### src/rtl/sat_counter.sv
// sat_counter: up-counter that sticks at all-ones instead of wrapping.
// clr has priority over inc, so a clear on a counting cycle reads 0 next cycle.
module sat_counter #(
    parameter int WIDTH = 16
) (
    input  logic             clk,
    input  logic             rst_n,
    input  logic             clr,
    input  logic             inc,
    output logic [WIDTH-1:0] count
);

    logic [WIDTH-1:0] count_q;
    logic [WIDTH-1:0] count_d;

    // Next value: clear first, then increment unless already saturated.
    always_comb begin
        count_d = count_q;
        if (clr) begin
            count_d = '0;
        end else if (inc && !(&count_q)) begin
            count_d = count_q + 1'b1;
        end
    end

    // Counter register with asynchronous active-low reset.
    always_ff @(posedge clk or negedge rst_n) begin
        if (!rst_n) begin
            count_q <= '0;
        end else begin
            count_q <= count_d;
        end
    end

    assign count = count_q;

endmodule

### config.mk
export PLATFORM = sky130hd
export DESIGN_NAME = sat_counter
export DESIGN_NICKNAME = d
export VERILOG_FILES = /design/src/rtl/sat_counter.sv
export SDC_FILE = /design/constraint.sdc
export NUM_CORES = 1
export LEC_CHECK = 0
export ABC_AREA = 1
export ABC_CLOCK_PERIOD_IN_PS = 3640
export BUFFER_PORTS_ARGS = -buffer_cell sky130_fd_sc_hd__clkbuf_2
export CAP_MARGIN = 15
export CELL_PAD_IN_SITES_DETAIL_PLACEMENT = 2
export CELL_PAD_IN_SITES_GLOBAL_PLACEMENT = 2
export CORE_MARGIN = 5
export CORE_UTILIZATION = 26
export DETAILED_ROUTE_END_ITERATION = 10
export GPL_TIMING_DRIVEN = 0
export PLACE_DENSITY = 0.73
export SLEW_MARGIN = 40
export SYNTH_ARGS = -nofsm -noshare
export SYNTH_HDL_FRONTEND = slang
export SYNTH_SLANG_ARGS = --single-unit
### constraint.sdc
create_clock -name clk -period 3.64 [get_ports clk]
set_input_delay 0.546 -clock clk [delete_from_list [all_inputs] [get_ports clk]]
set_output_delay 0.546 -clock clk [all_outputs]
set_load 0.05 [all_outputs]
==> summary.txt <==
Switching share of total power: 0.2508
Final setup skew: 4.768 ps
Rel. slew slack: 0.6646
GRT overflow: 0
CP max FO: 10
DR iter-0 viols: 19
Largest net degree at the start of global routing: 17
Clock buffer depth: 2
Cell variety after synth: 22
Avg Synthesized Cell Area: 6.899 µm²
Main combinational cell family by area after synthesis: simple AND/OR/NAND/NOR gates
Commonest non-fill, non-tap cells in the layout: nand2_1, nor2_1, clkbuf_2
Slew Limit Fails: 0
Worst skew pair latency: 250 ps
Final setup vio count: 0
DRC: 0
Logic pwr share: 0.085
Post-CTS sizing: 0
Worst EP required: 3780 ps
Mapped Cells: 146
Starting Density: 0.2710
RSZ-0062 raised after global routing: no
Number of buffers added on ports: 19
Design area: 0.001217 mm²
Fmax: 564.1 MHz
Worst hold slack: 226.6 ps
Hold violation count in the final report: 0
Layout area overhead: 20.87%
CTS H-Tree Depth: 1
Synth Area in Adders: 0.01242
Placed cell area: 0.001162 mm²
Crit path capture type: flip-flop
CTS tree: built
Hpwl dp: 2406 µm
Post-placement setup slack: 1866 ps
Post-synthesis sequential area ratio: 0.3975
Core Region: 0.003716 mm²
IO Pins: 20
Minimum clock period: 1773 ps
Synth Area in Compound Gates: 0.05590
Routed wire per std cell: 14.50 µm
Post-layout util: 0.3276
Die area: 0.005219 mm²
Xor and xnor area share after synthesis: 0.02609
Power Density: 310.0 mW/mm²
Register Area: 400.4 µm²
Max-Cap Viols: 0
Post-CTS Setup Bufs: 0
Die height: 72.24 µm
Number of global-route vias before repair: 1,148
Multi-input logic area: 543.0 µm²
P_sw: 0.09465 mW
Max VDD drop: 90.30 µV
Worst-path clk slew: 70 ps
Final WL: 3147 µm
Number of flip-flops in the largest register: 16
Row count: 22
Final ANT Viol Nets: 0
Synthesized Nets: 151
Status: complete, no violations
DP Cell Count: 213
Share of cells above drive strength 1: 0.1953
Post-Synth Simple-Gate Area: 0.4447
Arr. time, crit path: 1910 ps
First-pass GRT wire length: 5713 µm
CTS Root Cell: clkbuf_8
Overall Global Routing Usage: 0.1376
Total power: 0.3774 mW
Synthesis Warnings: 0
Fin cells: 217
Pre-Repair DR Iteration Count: 4
Flop pwr share: 0.481
Setup TNS: 0 ps
DR vias: 1,033
CTS Buf Count: 3
Fillers: 459
Clock network fraction of design power: 0.434
Sink Count: 16
Mux cell area share after synthesis: 0
Internal Power: 0.2827 mW
Final Cycle Share: 0.4870
FF+latch count, synth: 16
Most common cell after layout, fill and taps aside: nand2_1
Mapped Area: 0.001007 mm²
Via-to-Cell Ratio: 4.760
Worst-Margin Slew: 503.1 ps
Worst Hold Class: in -> async
# hold bufs at CTS: 0
Nature of the critical path startpoint: flip-flop
Chip Width: 72.24 µm
Pleak: 0.5699 nW
Final Wtd Congestion: 0.7397
N_diodes: 0
Critical path type: reg -> reg
# nets final: 175
Initial antenna violation count: 0
Worst setup margin: 1867 ps
[cell type report]
cell class | instances | area share
sequential | 16 | 0.3289
timing repair buffer | 19 | 0.07811
multi-input combinational | 115 | 0.4460
inverter | 13 | 0.04008
clock buffer | 4 | 0.04522
tap | 48 | 0.04933
buffer | 2 | 0.01233
[synthesized netlist by cell type (all sizes together)]
| master | instances | area (µm²) |
|---|---|---|
| nand3 | 13 | 65.06 |
| o21ai | 4 | 23.77 |
| nand4 | 5 | 31.28 |
| xnor2 | 3 | 26.28 |
| clkinv | 1 | 3.750 |
| clkbuf | 1 | 3.750 |
| dfrtp | 16 | 400.4 |
| nor3 | 2 | 10.01 |
| nor2 | 25 | 118.9 |
| o21bai | 1 | 7.510 |
| nand3b | 2 | 15.01 |
| inv | 12 | 45.05 |
| ha | 1 | 12.51 |
| buf | 1 | 11.26 |
| a21oi | 5 | 25.02 |
| nand2 | 54 | 207.7 |
[worst max-delay path, cell delays in order, from the launching register on]
cell     delay [ps]
dfrtp_1         410
ha_1            220
nand2_1         130
nor2_4           60
nand2_2         120
nor2_4           60
o21ai_2         300
inv_2            90
buf_6           160
nand2_1          70
nand2_1          50
[path summary, 6_finish.rpt]
kind / from / end / slack [ps] / cells past startpoint
min reg2reg: count[1]$_DFFE_PN0P_ / count[1]$_DFFE_PN0P_ / 540 / 2
min: rst_n / count[5]$_DFFE_PN0P_ / 230 / 1
min in group clk: count[1]$_DFFE_PN0P_ / count[1]$_DFFE_PN0P_ / 540 / 2
max in group asynchronous: rst_n / count[6]$_DFFE_PN0P_ / 3110 / 1
max: count[0]$_DFFE_PN0P_ / count[4]$_DFFE_PN0P_ / 1870 / 10
max reg2reg: count[0]$_DFFE_PN0P_ / count[4]$_DFFE_PN0P_ / 1870 / 10
[metal layers]
layer  track usage  wire length (µm)  part of all wire  vias to the layer above
li1              -                 -                 -                      512
met1        0.1730              1429              0.45                      507
met2        0.2417              1624              0.52                       12
met3       0.01801                65             0.021                        2
met4       0.04384                27            0.0086                        0
met5             0                 0                 0                        -
[power by group through the flow]
stage	combinational (mW)	clock, mW	sequential [mW]
2_1_floorplan	0.0122	0	0.192
3_3_place_gp	0.0317	0	0.185
3_5_place_dp	0.0332	0	0.185
4_1_cts	0.0334	0.169	0.182
5_1_grt	0.0356	0.179	0.182
6_report	0.0321	0.164	0.182
[kinds of logic after synthesis]
group,after synthesis
flops,16
simple gates,101
xor+xnor,3
fa+ha+maj,1
buf+inv,15
compound gates,10
Power figures use the tool's default switching activity.
